**src/rtl/regfile_2r1w_clr_if.sv**
```systemverilog
// ============================================================================
// Module      : regfile_2r1w_clr_if
// Description : Bus bundle for regfile_2r1w_clr: write port, two read ports
//               and the bulk-clear handshake.
// Revision    : 1.0 - initial release
// ============================================================================
`default_nettype none

interface regfile_2r1w_clr_if #(
    parameter int WIDTH  = 16,
    parameter int ADDR_W = 2
);
    logic              we;
    logic [ADDR_W-1:0] waddr;
    logic [WIDTH-1:0]  wdata;
    logic              wr_accept;
    logic [ADDR_W-1:0] raddr0;
    logic [WIDTH-1:0]  rdata0;
    logic [ADDR_W-1:0] raddr1;
    logic [WIDTH-1:0]  rdata1;
    logic              clear_req;
    logic              clear_busy;
    logic              clear_done;

    modport master (
        output we, waddr, wdata, raddr0, raddr1, clear_req,
        input  wr_accept, rdata0, rdata1, clear_busy, clear_done
    );

    modport slave (
        input  we, waddr, wdata, raddr0, raddr1, clear_req,
        output wr_accept, rdata0, rdata1, clear_busy, clear_done
    );
endinterface

`default_nettype wire

```
**src/rtl/regfile_2r1w_clr.sv**
```systemverilog
// ============================================================================
// Module      : regfile_2r1w_clr
// Description : Parametrised 2-read/1-write register file with registered
//               reads and a one-entry-per-cycle bulk-clear engine.
//               Define REGFILE_WR_BYPASS_EN for write-first read forwarding.
// Revision    : 1.0 - initial release
// ============================================================================
`default_nettype none

module regfile_2r1w_clr #(
    parameter int WIDTH  = 16,
    parameter int DEPTH  = 4,
    parameter int ADDR_W = 2
) (
    input  wire logic          CLK,
    input  wire logic          ASYNCRESET,
    regfile_2r1w_clr_if.slave  bus
);
    localparam int                c_idx_w     = $clog2(DEPTH);
    localparam logic [ADDR_W:0]   c_depth_ext = (ADDR_W+1)'(DEPTH);
    localparam logic [ADDR_W-1:0] c_last      = ADDR_W'(DEPTH - 1);

    typedef enum logic [1:0] {
        ST_IDLE  = 2'd0,
        ST_CLEAR = 2'd1,
        ST_DONE  = 2'd2
    } state_t;

    state_t            r_state;
    state_t            w_state_nxt;
    logic [ADDR_W-1:0] r_cnt;
    logic [WIDTH-1:0]  r_mem [DEPTH];
    logic              w_clearing;
    logic              w_wr_accept;

    assign w_clearing     = (r_state == ST_CLEAR);
    assign w_wr_accept    = bus.we & ~w_clearing & ({1'b0, bus.waddr} < c_depth_ext);
    assign bus.wr_accept  = w_wr_accept;
    assign bus.clear_busy = w_clearing;
    assign bus.clear_done = (r_state == ST_DONE);

    always_comb begin
        w_state_nxt = r_state;
        case (r_state)
            ST_IDLE:  if (bus.clear_req)     w_state_nxt = ST_CLEAR;
            ST_CLEAR: if (r_cnt == c_last)   w_state_nxt = ST_DONE;
            ST_DONE:                         w_state_nxt = ST_IDLE;
            default:                         w_state_nxt = ST_IDLE;
        endcase
    end

    // Counter sits at 0 outside CLEAR and saturates at the last entry.
    always_ff @(posedge CLK or posedge ASYNCRESET) begin
        if (ASYNCRESET) begin
            r_state <= ST_IDLE;
            r_cnt   <= '0;
        end else begin
            r_state <= w_state_nxt;
            if (!w_clearing)
                r_cnt <= '0;
            else if (r_cnt != c_last)
                r_cnt <= r_cnt + 1'b1;
        end
    end

    always_ff @(posedge CLK or posedge ASYNCRESET) begin
        if (ASYNCRESET) begin
            for (int i = 0; i < DEPTH; i++)
                r_mem[i] <= '0;
        end else if (w_clearing) begin
            r_mem[r_cnt[c_idx_w-1:0]] <= '0;
        end else if (w_wr_accept) begin
            r_mem[bus.waddr[c_idx_w-1:0]] <= bus.wdata;
        end
    end

    logic [ADDR_W-1:0] w_raddr [2];
    assign w_raddr[0] = bus.raddr0;
    assign w_raddr[1] = bus.raddr1;

    for (genvar p = 0; p < 2; p++) begin : g_rd_port
        logic             w_in_range;
        logic             w_fwd;
        logic [WIDTH-1:0] r_rdata;

        assign w_in_range = ({1'b0, w_raddr[p]} < c_depth_ext);
`ifdef REGFILE_WR_BYPASS_EN
        // wr_accept is already low during CLEAR, so clear writes never forward.
        assign w_fwd = w_wr_accept & (w_raddr[p] == bus.waddr);
`else
        assign w_fwd = 1'b0;
`endif

        always_ff @(posedge CLK or posedge ASYNCRESET) begin
            if (ASYNCRESET)
                r_rdata <= '0;
            else if (w_fwd)
                r_rdata <= bus.wdata;
            else if (w_in_range)
                r_rdata <= r_mem[w_raddr[p][c_idx_w-1:0]];
            else
                r_rdata <= '0;
        end
    end

    assign bus.rdata0 = g_rd_port[0].r_rdata;
    assign bus.rdata1 = g_rd_port[1].r_rdata;

endmodule

`default_nettype wire

```
**src/flat_wrapper.sv**
```systemverilog
// flat-port wrapper written by rule: the top's interface ports become plain ports
module regfile_2r1w_clr_flat 
#(
    parameter int WIDTH  = 16,
    parameter int DEPTH  = 4,
    parameter int ADDR_W = 2
)
  (CLK, ASYNCRESET, bus_we, bus_waddr, bus_wdata, bus_raddr0, bus_raddr1, bus_clear_req, bus_wr_accept, bus_rdata0, bus_rdata1, bus_clear_busy, bus_clear_done);
  regfile_2r1w_clr_if #(.WIDTH(WIDTH), .ADDR_W(ADDR_W)) bus_i ();
  input  wire logic CLK;
  input  wire logic ASYNCRESET;
  input wire logic [$bits(bus_i.we)-1:0] bus_we;
  input wire logic [$bits(bus_i.waddr)-1:0] bus_waddr;
  input wire logic [$bits(bus_i.wdata)-1:0] bus_wdata;
  input wire logic [$bits(bus_i.raddr0)-1:0] bus_raddr0;
  input wire logic [$bits(bus_i.raddr1)-1:0] bus_raddr1;
  input wire logic [$bits(bus_i.clear_req)-1:0] bus_clear_req;
  output wire logic [$bits(bus_i.wr_accept)-1:0] bus_wr_accept;
  output wire logic [$bits(bus_i.rdata0)-1:0] bus_rdata0;
  output wire logic [$bits(bus_i.rdata1)-1:0] bus_rdata1;
  output wire logic [$bits(bus_i.clear_busy)-1:0] bus_clear_busy;
  output wire logic [$bits(bus_i.clear_done)-1:0] bus_clear_done;
  assign bus_i.we = bus_we;
  assign bus_i.waddr = bus_waddr;
  assign bus_i.wdata = bus_wdata;
  assign bus_i.raddr0 = bus_raddr0;
  assign bus_i.raddr1 = bus_raddr1;
  assign bus_i.clear_req = bus_clear_req;
  assign bus_wr_accept = bus_i.wr_accept;
  assign bus_rdata0 = bus_i.rdata0;
  assign bus_rdata1 = bus_i.rdata1;
  assign bus_clear_busy = bus_i.clear_busy;
  assign bus_clear_done = bus_i.clear_done;
  regfile_2r1w_clr #(.WIDTH(WIDTH), .DEPTH(DEPTH), .ADDR_W(ADDR_W)) u_core (.CLK(CLK), .ASYNCRESET(ASYNCRESET), .bus(bus_i));
endmodule
```
**config.mk**
```make
export PLATFORM = sky130hd
export DESIGN_NAME = regfile_2r1w_clr_flat
export DESIGN_NICKNAME = d
export VERILOG_FILES = /design/src/rtl/regfile_2r1w_clr_if.sv /design/src/rtl/regfile_2r1w_clr.sv /design/src/flat_wrapper.sv
export SDC_FILE = /design/constraint.sdc
export NUM_CORES = 1
export LEC_CHECK = 0
export BUFFER_PORTS_ARGS = -buffer_cell sky130_fd_sc_hd__buf_2
export CAP_MARGIN = 0
export CELL_PAD_IN_SITES_DETAIL_PLACEMENT = 1
export CELL_PAD_IN_SITES_GLOBAL_PLACEMENT = 1
export CORE_MARGIN = 1
export CORE_UTILIZATION = 35
export DETAILED_ROUTE_END_ITERATION = 8
export PLACE_DENSITY = 0.68
export SYNTH_ARGS = -nofsm -noshare
export SYNTH_HDL_FRONTEND = slang
export SYNTH_SLANG_ARGS = --single-unit
```
**constraint.sdc**
```tcl
create_clock -name CLK -period 5.4 [get_ports CLK]
set_input_delay 0 -clock CLK [delete_from_list [all_inputs] [get_ports CLK]]
set_output_delay 0 -clock CLK [all_outputs]
set_load 0.005 [all_outputs]
```
==> reports/qor.yml <==
status: "finished, violations left"
violations: "hold timing"
grt_overflow: 0
die_h_um: 116
synth_common_cells: "dfrtp_1 (100), mux2i_1 (66), nand2_1 (65)"
leakage_uw: 0.00276
grt_start_max_net_pins: 65
maxCapViolCount: 0
post_cts_resize_count: 0
ys_types: 21
min_from: "bus_wdata[5]"
setup_slack_ps: 3460
worst_ir_drop_vdd_v: 0.000154
clkLatencyLatePin_ps: 340
synthCells: 323
dpl.hpwl_mm: 6.68
fill_cells: 1337
cts.sinks: 100
seq_area_frac_synth_pct: 55.4
place_inst: 539
synthArstFlopShare_pct: 100
critical_path_class: "reg2reg"
drt_iter0_drc: 132
synth_area_leader_cell: "dfrtp_1"
gp_congestion: 0.684
power_density_nw_per_um2: 500
grtUsageTotal_pct: 17.4
endpoint_kind: "flop"
yosysMostFrequentCell: "dfrtp_1"
internal-power_uw: 1880
cts_setup_buffers: 0
die_area_um2: 13400
dr.pass1.iters: 4
drcViolationCount: 0
hold_depth: 3
synth-edff-count: 0
setup-violations-final: 0
synth_top_area_share_pct: 55.4
critPathLaunchType: "flop"
hold_violations: 1
grt_pass1_wl_mm: 16.8
syn_nets: 353
h-tree-depth: 3
max_freq_mhz: 516
clockRootBuffer: "clkbuf_16"
ant_nets: 0
wire_per_inst_um: 18.3
area_delta_synth_final_pct: 20.7
tightest_slew_ps: 1070
dp_slack_ps: 3430
rr_startpoint: "u_core.r_state[1]$_DFFE_PP0P_"
start_util_pct: 35.8
clk_path_buf_depth: 2
power_uw: 2730
synthTopCellsByArea: "dfrtp_1 (55%), mux4_2 (16%), mux2i_1 (15%)"
avgSynthCellArea_um2: 14.0
layout.nets: 424
clkTransAtPathRegs_ps: 70
rsz0062_at_grt: "false"
finalCritPeriodShare_pct: 35.9
wl_mm: 10.5
synth_warnings: 0
port_buffers: 60
num_rows: 41
numCtsBuffers: 9
netlist_area_um2: 4520
critPathMaxFanout: 16
via_per_inst: 5.00
synth-seq-cells: 100
die_w_um: 116
reg2regPathDepth: 4
slew_violations: 0
finalSetupTns_ps: 0
ys.flop_type: "dfrtp_1"
netSwitchingPower_uw: 841
layout-drive-gt1-share_pct: 29.1
clockPowerShare_pct: 26.8
antenna_found_initial: 0
switching_share_pct: 30.9
arrival_ps: 2200
tritoncts: "done"
clock_skew_ps: 6.77
core_area_um2: 12600
vias: 2853
insertedDiodeCount: 0
holdBufCountCts: 16
cp-startpoint: "u_core.r_state[1]$_DFFE_PP0P_"
grt_pass1_vias: 3071
relSlewSlack_pct: 28.4
io_pins: 61
final_cell_count_no_fill: 571
pwr-share-seq_pct: 45.3
fin_crit_ps: 1940
pwr-share-comb_pct: 27.9
min_path_type: "in2reg"
fin_hold_ws_ps: -1.00
cp.required_ps: 5660
metrics by stage:
| step | instance area, µm² | hold WS (ps) | utilization, % |
|---|---|---|---|
| after floorplan | 4520 | 110 | - |
| after global placement | 4950 | 53.9 | 39.2 |
| after detailed placement | 4950 | 61.3 | 39.2 |
| after CTS | 5450 | 2.11 | 43.2 |
| after global routing | 5450 | 39.6 | 43.2 |
| final | 5450 | -1.00 | 43.2 |
final cells by class:
cell class,instances,area [µm²],area share (%)
sequential,100,2500,45.9
multi-input combinational,182,1820,33.4
timing repair buffer,79,483,8.86
clock buffer,10,229,4.20
tap,172,215,3.95
clock inverter,6,111,2.04
inverter,22,87.6,1.61
layer usage:
metal / track usage, % / vias up / share of wire, %
met3: 2.56 / 18 / 3.3
met5: 0 / - / 0
met1: 22.2 / 1509 / 43
met4: 5.97 / 0 / 1.7
li1: - / 1264 / -
met2: 30.4 / 62 / 52
registers in the layout, summed over array words and instances, names as in the netlist:
signal,cells
u_core.r_mem,64
u_core.r_state,2
u_core.r_cnt,2
u_core.bus.rdata1,16
u_core.bus.rdata0,16
path summary, 6_finish.rpt:
check | to | slack, ps
min in group asynchronous | u_core.r_state[0]$_DFFE_PP0P_ | 220
max in group asynchronous | u_core.r_mem[3]$_DFFE_PP0P_ | 3990
setup / recovery | u_core.r_mem[23]$_DFFE_PP0P_ | 3460
setup reg to reg | u_core.r_mem[23]$_DFFE_PP0P_ | 3460
hold / removal | u_core.r_mem[37]$_DFFE_PP0P_ | -1
hold reg to reg | u_core.r_state[0]$_DFFE_PP0P_ | 530
cell usage in the layout, fill, tap and decap left out:
cell type,netlist,routed
and2_1,1,1
buf_2,11,60
buf_4,2,3
bufinv_16,0,3
clkbuf_1,4,1
clkbuf_16,0,9
clkinv_2,0,1
clkinvlp_4,0,1
dfrtp_1,100,100
dlygate4sd3_1,0,16
ha_1,4,4
inv_1,21,20
inv_4,1,2
inv_6,0,1
mux2i_1,66,66
mux4_2,32,32
nand2_1,65,65
nand2b_4,1,1
nand3b_1,4,4
nand4_4,1,1
nand4b_1,1,1
nor2_1,3,3
nor2b_1,1,1
nor3_4,1,1
nor4b_4,0,1
xor2_1,1,1
logic make-up after synthesis:
kind of cell  after synthesis  synth area share [%]
xor+xnor                    1                 0.194
fa+ha+maj                   4                  1.11
buf+inv                    41                  4.43
flops                     100                  55.4
mux                        98                  30.6
simple gates               79                  8.26
power by group through the flow:
| stage | registers (µW) | clock network, µW | logic [µW] |
|---|---|---|---|
| floorplan | 1210 | 0 | 502 |
| global placement | 1220 | 0 | 741 |
| detailed placement | 1250 | 0 | 766 |
| CTS | 1240 | 746 | 780 |
| global route | 1270 | 772 | 847 |
| finish | 1230 | 729 | 762 |
critical path: stages, from the launching register on:
cell      delay (ps)
dfrtp_1          420
nand2b_4         210
inv_4             60
nor3_4           850
mux2i_1          290
Power figures use the tool's default switching activity.
